**src/rtl/seq_detect_pkg.sv**
```systemverilog
// Package: seq_detect_pkg
// Shared types and defaults for the 1011 sequence-detector controller slice.
//   state_t      : controller FSM states (IDLE, SHIFT, DONE)
//   PAT_W_DEF    : default pattern length in bits
//   PATTERN_DEF  : default pattern, MSB is the first bit received
package seq_detect_pkg;

  typedef enum logic [1:0] {
    IDLE  = 2'd0,
    SHIFT = 2'd1,
    DONE  = 2'd2
  } state_t;

  localparam int                   PAT_W_DEF   = 4;
  localparam logic [PAT_W_DEF-1:0] PATTERN_DEF = 4'b1011;

endpackage

```
**src/rtl/seq_detect_ctrl_matcher.sv**
```systemverilog
// Module: pattern_matcher
// Mealy matcher over a serial bit stream. Keeps the last PAT_W-1 valid bits
// and flags a hit in the same cycle the final pattern bit is presented.
// Ports:
//   clk, reset  : clock, asynchronous active-high reset
//   clear_hist  : synchronous history clear (wins over shifting)
//   bit_in      : serial bit
//   bit_valid   : bit_in is meaningful; history only advances when set
//   ovl         : 1 = overlapping matches, 0 = history restarts after a hit
//   hit         : combinational match flag
module pattern_matcher
  import seq_detect_pkg::*;
#(
  parameter int               PAT_W   = PAT_W_DEF,
  parameter logic [PAT_W-1:0] PATTERN = PATTERN_DEF
) (
  input  logic clk,
  input  logic reset,
  input  logic clear_hist,
  input  logic bit_in,
  input  logic bit_valid,
  input  logic ovl,
  output logic hit
);

  logic [PAT_W-2:0] hist;
  logic [PAT_W-1:0] window;

  // Newest bit sits in the LSB, so the oldest history bit lines up with the
  // pattern MSB (the first pattern bit on the wire).
  assign window = {hist, bit_in};
  assign hit    = bit_valid & (window == PATTERN);

  always_ff @(posedge clk or posedge reset) begin
    if (reset) begin
      hist <= '0;
    end else if (clear_hist) begin
      hist <= '0;
    end else if (bit_valid) begin
      if (hit && !ovl) hist <= '0;
      else             hist <= window[PAT_W-2:0];
    end
  end

endmodule

```
**src/rtl/seq_detect_ctrl.sv**
```systemverilog
// Module: seq_detect_ctrl
// Accepts WORD_W-bit words over valid/ready, serialises them MSB-first into
// a pattern matcher, counts hits per packet and pulses done at packet end.
// Optional feature macro: HIT_POS_EN (adds hit_pos, bit index of latest hit).
// Ports:
//   clk, reset           : clock, asynchronous active-high reset
//   clear                : sync clear of count/history, aborts the packet
//   in_valid/in_ready    : word handshake; in_data, in_last ride with it
//   mode_ovl             : overlap mode, latched on a packet's first word
//   x_out/x_valid        : serial bit stream to the detector
//   hit                  : Mealy match flag on the final pattern bit
//   hit_count            : saturating hits in current/last packet
//   done                 : one-cycle pulse after the packet's last bit
//   state_dbg            : current FSM state
//   hit_pos [HIT_POS_EN] : packet-relative index of the most recent hit
// Handshake: a word transfers on a rising clk edge where in_valid and in_ready
// are both high; in_valid/in_data/in_last/mode_ovl must be held stable until
// that edge, and in_ready never depends on in_valid.
module seq_detect_ctrl
  import seq_detect_pkg::*;
#(
  parameter int               WORD_W  = 8,
  parameter int               PAT_W   = PAT_W_DEF,
  parameter logic [PAT_W-1:0] PATTERN = PATTERN_DEF,
  parameter int               CNT_W   = 8
) (
  input  logic              clk,
  input  logic              reset,
  input  logic              clear,
  input  logic              in_valid,
  output logic              in_ready,
  input  logic [WORD_W-1:0] in_data,
  input  logic              in_last,
  input  logic              mode_ovl,
  output logic              x_out,
  output logic              x_valid,
  output logic              hit,
  output logic [CNT_W-1:0]  hit_count,
  output logic              done,
  output state_t            state_dbg
`ifdef HIT_POS_EN
  , output logic [15:0]     hit_pos
`endif
);

  localparam int BC_W = (WORD_W > 1) ? $clog2(WORD_W) : 1;

  state_t            state, state_nxt;
  logic [WORD_W-1:0] shift_q;
  logic [BC_W-1:0]   bit_cnt;
  logic              last_q;
  logic              ovl_q;
  logic              pkt_open;
  logic [CNT_W-1:0]  hit_count_q;
  logic              last_bit;
  logic              accept;
  logic              first_word;

  assign last_bit   = (state == SHIFT) && (bit_cnt == '0);
  assign accept     = in_valid & in_ready;
  assign first_word = accept & ~pkt_open;
  assign state_dbg  = state;
  assign hit_count  = hit_count_q;

  // State register
  always_ff @(posedge clk or posedge reset) begin
    if (reset) state <= IDLE;
    else       state <= state_nxt;
  end

  // Next-state logic; clear overrides everything including a handshake.
  always_comb begin
    state_nxt = state;
    case (state)
      IDLE:  if (accept) state_nxt = SHIFT;
      SHIFT: begin
        if (bit_cnt == '0) begin
          if (last_q)      state_nxt = DONE;
          else if (accept) state_nxt = SHIFT;
          else             state_nxt = IDLE;
        end
      end
      DONE:    state_nxt = IDLE;
      default: state_nxt = IDLE;
    endcase
    if (clear) state_nxt = IDLE;
  end

  // Output decode. in_ready is also offered on the final bit of a non-last
  // word so consecutive words stream without a gap; clear masks it so a
  // word offered during clear is never reported as taken.
  always_comb begin
    in_ready = 1'b0;
    x_valid  = 1'b0;
    done     = 1'b0;
    case (state)
      IDLE:    in_ready = ~clear;
      SHIFT: begin
        x_valid  = 1'b1;
        in_ready = ~clear & last_bit & ~last_q;
      end
      DONE:    done = 1'b1;
      default: ;
    endcase
    x_out = x_valid & shift_q[WORD_W-1];
  end

  // Serialiser and packet tracking
  always_ff @(posedge clk or posedge reset) begin
    if (reset) begin
      shift_q  <= '0;
      bit_cnt  <= '0;
      last_q   <= 1'b0;
      ovl_q    <= 1'b0;
      pkt_open <= 1'b0;
    end else if (clear) begin
      shift_q  <= '0;
      bit_cnt  <= '0;
      last_q   <= 1'b0;
      pkt_open <= 1'b0;
    end else begin
      if (accept) begin
        shift_q  <= in_data;
        bit_cnt  <= BC_W'(WORD_W - 1);
        last_q   <= in_last;
        pkt_open <= 1'b1;
        if (!pkt_open) ovl_q <= mode_ovl;
      end else if (state == SHIFT) begin
        shift_q <= shift_q << 1;
        bit_cnt <= bit_cnt - 1'b1;
      end
      if (state == DONE) pkt_open <= 1'b0;
    end
  end

  // Hit counter: zeroed at packet start, holds after done, saturates.
  always_ff @(posedge clk or posedge reset) begin
    if (reset)                          hit_count_q <= '0;
    else if (clear)                     hit_count_q <= '0;
    else if (first_word)                hit_count_q <= '0;
    else if (hit && hit_count_q != '1)  hit_count_q <= hit_count_q + 1'b1;
  end

  pattern_matcher #(
    .PAT_W   (PAT_W),
    .PATTERN (PATTERN)
  ) u_matcher (
    .clk        (clk),
    .reset      (reset),
    .clear_hist (clear | (state == DONE)),
    .bit_in     (x_out),
    .bit_valid  (x_valid),
    .ovl        (ovl_q),
    .hit        (hit)
  );

`ifdef HIT_POS_EN
  logic [15:0] bit_idx;
  logic [15:0] hit_pos_q;

  assign hit_pos = hit_pos_q;

  // bit_idx counts streamed bits of the packet and wraps at 16 bits.
  always_ff @(posedge clk or posedge reset) begin
    if (reset) begin
      bit_idx   <= '0;
      hit_pos_q <= '0;
    end else if (clear || first_word) begin
      bit_idx   <= '0;
      hit_pos_q <= '0;
    end else if (x_valid) begin
      bit_idx <= bit_idx + 16'd1;
      if (hit) hit_pos_q <= bit_idx;
    end
  end
`else
  // No hit position tracking in this build.
`endif

endmodule

```
**config.mk**
```make
export PLATFORM = sky130hd
export DESIGN_NAME = seq_detect_ctrl
export DESIGN_NICKNAME = d
export VERILOG_FILES = /design/src/rtl/seq_detect_pkg.sv /design/src/rtl/seq_detect_ctrl_matcher.sv /design/src/rtl/seq_detect_ctrl.sv
export SDC_FILE = /design/constraint.sdc
export NUM_CORES = 1
export LEC_CHECK = 0
export ABC_AREA = 1
export CAP_MARGIN = 30
export CORE_MARGIN = 2
export CORE_UTILIZATION = 27
export DETAILED_ROUTE_END_ITERATION = 16
export GPL_TIMING_DRIVEN = 0
export PLACE_DENSITY = 0.46
export RECOVER_POWER = 50
export SLEW_MARGIN = 10
export SYNTH_ARGS = -nofsm -noshare
export SYNTH_HDL_FRONTEND = slang
export SYNTH_HIERARCHICAL = 1
export SYNTH_SLANG_ARGS = --single-unit
export TNS_END_PERCENT = 10
```
**constraint.sdc**
```tcl
create_clock -name clk -period 1.6 [get_ports clk]
set_input_delay 0.48 -clock clk [delete_from_list [all_inputs] [get_ports clk]]
set_output_delay 0.48 -clock clk [all_outputs]
set_load 0.01 [all_outputs]
```
==> impl_metrics.yaml <==
global_routing:
  grt_pass1_wl_um: 6750
  antenna_found_initial: 0
  grt_use_total: 0.128
  first_global_vias: 1461
  grt_max_degree: 15
  grt_overflow: 0
cts:
  cts_hold_buffers: 0
  cts_buffer_depth: 2
  cts-htree-levels: 1
  clock_sinks: 27
  cts_root_buffer: "clkbuf_8"
  clk-insertion-delay-late_ns: 0.27
  cts_tree: "yes"
  clk_pin_slew_ns: 0.09
  numCtsBuffers: 3
pwr:
  power.leakage_nw: 1.21
  ir_drop_v: 0.000422
  total_power_mw: 1.72
  p_per_area_nw_per_um2: 777
status:
  violations: "negative setup slack"
  status: "complete, but fails checks"
sta:
  rsz0062_at_grt: "yes"
  period_minus_slack_ns: 1.81
  hold_viol: 0
  worstMarginPinSlew_ns: 0.527
  report.final.setup_viol: 8
  timing.final.ws_setup_ns: -0.214
  drv_slew: 0
  fin_crit_sh: 1.13
  fmax_mhz: 551
  hold_ws_ns: 0.478
  slew_headroom: 0.648
  finClkSkew_ns: 0.00488
yosys:
  synth_edf_count: 0
  ys.flop_type: "dfrtp_1"
  yosysWarnings: 6
  synth.distinct_cells: 29
  synth_cells: 216
  synth_area_leader_cell: "dfrtp_1"
  syn_area_um2: 1650
  synth_top_area_frac: 0.409
  synth-seq-area-share: 0.409
  synthTopCellsByArea: "dfrtp_1, nand2_1, inv_1"
  synth-seq-cells: 27
  syn_area_per_cell_um2: 7.65
  synth-async-reset-ratio: 1.00
  synth_nets: 233
  yosys.cell_count.top_type: "nand2_1"
  synth_common_cells: "nand2_1, inv_1, dfrtp_1"
flow_run:
  maxCapViolCount: 0
route:
  drtAntennaViolNets: 0
  wl_per_cell_um: 11.7
  via_per_inst: 4.49
  wl_um: 3890
  drtIter0Drc: 96
  first_pass_iters: 4
  drcViolationCount: 0
  num_vias: 1498
setup_path:
  ff2ff_path_depth: 7
  cp.required_ns: 1.12
  critPathLaunchType: "flip-flop"
  arrival_ns: 1.33
  path_max_fanout: 3
  critical_path_class: "flip-flop to primary output"
  critPathCaptureType: "primary output"
place:
  gp_congestion: 0.792
  port-buffer-count: 28
  postPlaceCellArea_um2: 2070
  hpwl_um: 2820
  pre_cts_slack_ns: -0.996
cells_and_area:
  area.growth.synth_to_final_pct: 34.0
  antenna_cells_inserted: 0
  nNetsFinal: 277
  drive_above_1_share: 0.224
  post-route-cell-area_um2: 2210
floorplanning:
  die_y_um: 82.2
  floorplan.initialDensity: 0.279
  die_w_um: 82.2
  core-area_um2: 5920
  die-area_um2: 6760
  ios: 29
  core.rowCount: 28
hold_path:
  hold_path_depth: 2
  hold_path_class: "flip-flop to flip-flop"
==> cells in the final DEF, fill, tap and decap left out, types with 3 or more instances in the layout <==
cell type         n
buf_2             3
o21ai_0           3
buf_6             5
buf_4            10
clkbuf_8          3
nand2_1          66
nand3b_1          7
xor2_1            3
nand4_1          17
clkdlybuf4s50_1  10
inv_2             9
dfrtp_1          22
inv_1            29
nor2_1            6
clkbuf_2          3
nand3_1          16
dfrtp_2           5
dlygate4sd2_1    10
==> critical path: stages, from the launching register on <==
cell	delay, ns
dfrtp_2	0.43
buf_6	0.13
nor2_4	0.14
buf_4	0.15
clkdlybuf4s15_2	0.22
==> cells by family after synthesis <==
kind of cell             after synthesis  synth area share
AO/OA/AOI/OAI                          9            0.0386
flip-flops                            27             0.409
buffers and inverters                 45             0.113
adder cells (fa/ha/maj)                3            0.0227
XOR/XNOR                               4            0.0212
AND/OR/NAND/NOR                      128             0.396
==> report_power, final <==
part	internal, mW	leakage (nW)	switching, mW
registers	0.747	0.357	0.0404
clock network	0.179	0.0228	0.224
logic	0.233	0.826	0.298
total	1.16	1.21	0.562
==> final timing paths <==
| kind | to | slack (ns) | start |
|---|---|---|---|
| worst max-delay path | x_valid | -0.21 | state_dbg[1] |
| worst min-delay path | shift_q[0] | 0.48 | shift_q[0] |
| max in group asynchronous | hit_count[0] | 0.16 | reset |
| worst max register to register | hit_count[1] | -0.03 | state_dbg[1] |
| min in group asynchronous | u_matcher/hist[0] | 0.53 | reset |
| worst min register to register | shift_q[0] | 0.48 | shift_q[0] |
==> registers in the layout, indices dropped and copies added (netlist names) <==
register / count
hit_count: 8
shift_q: 8
bit_cnt: 3
u_matcher/hist: 3
state_dbg: 2
last_q: 1
ovl_q: 1
pkt_open: 1
==> through the flow <==
step	setup TNS (ns)	util	std cells
final	-0.618	0.374	334
after global routing	-1.86	0.374	334
after CTS	-0.770	0.369	333
after detailed placement	-8.40	0.350	320
after global placement	-13.38	0.347	319
after floorplan	0	-	216
==> final cells by class <==
cell class	instances	area, µm²
flip-flops and latches	27	682
fillers	653	3710
repair buffers	39	349
well taps	75	93.8
clock buffers	4	45.0
plain buffers	6	43.8
multi-input cells	144	842
inverters	39	159
==> routing by layer <==
| layer | routed length [µm] | GRT usage |
|---|---|---|
| met3 | 150 | 0.0272 |
| met2 | 1800 | 0.213 |
| met5 | 0 | 0 |
| met4 | 31 | 0.0283 |
| met1 | 1920 | 0.171 |
==> repair_timing <==
action,CTS,global route
resized for setup,42,15
endpoints found under the hold margin,0,0
pin swaps,6,2
endpoints found under the setup margin,26,16
buffers inserted,9,1
(Power assumes the default switching activity.)
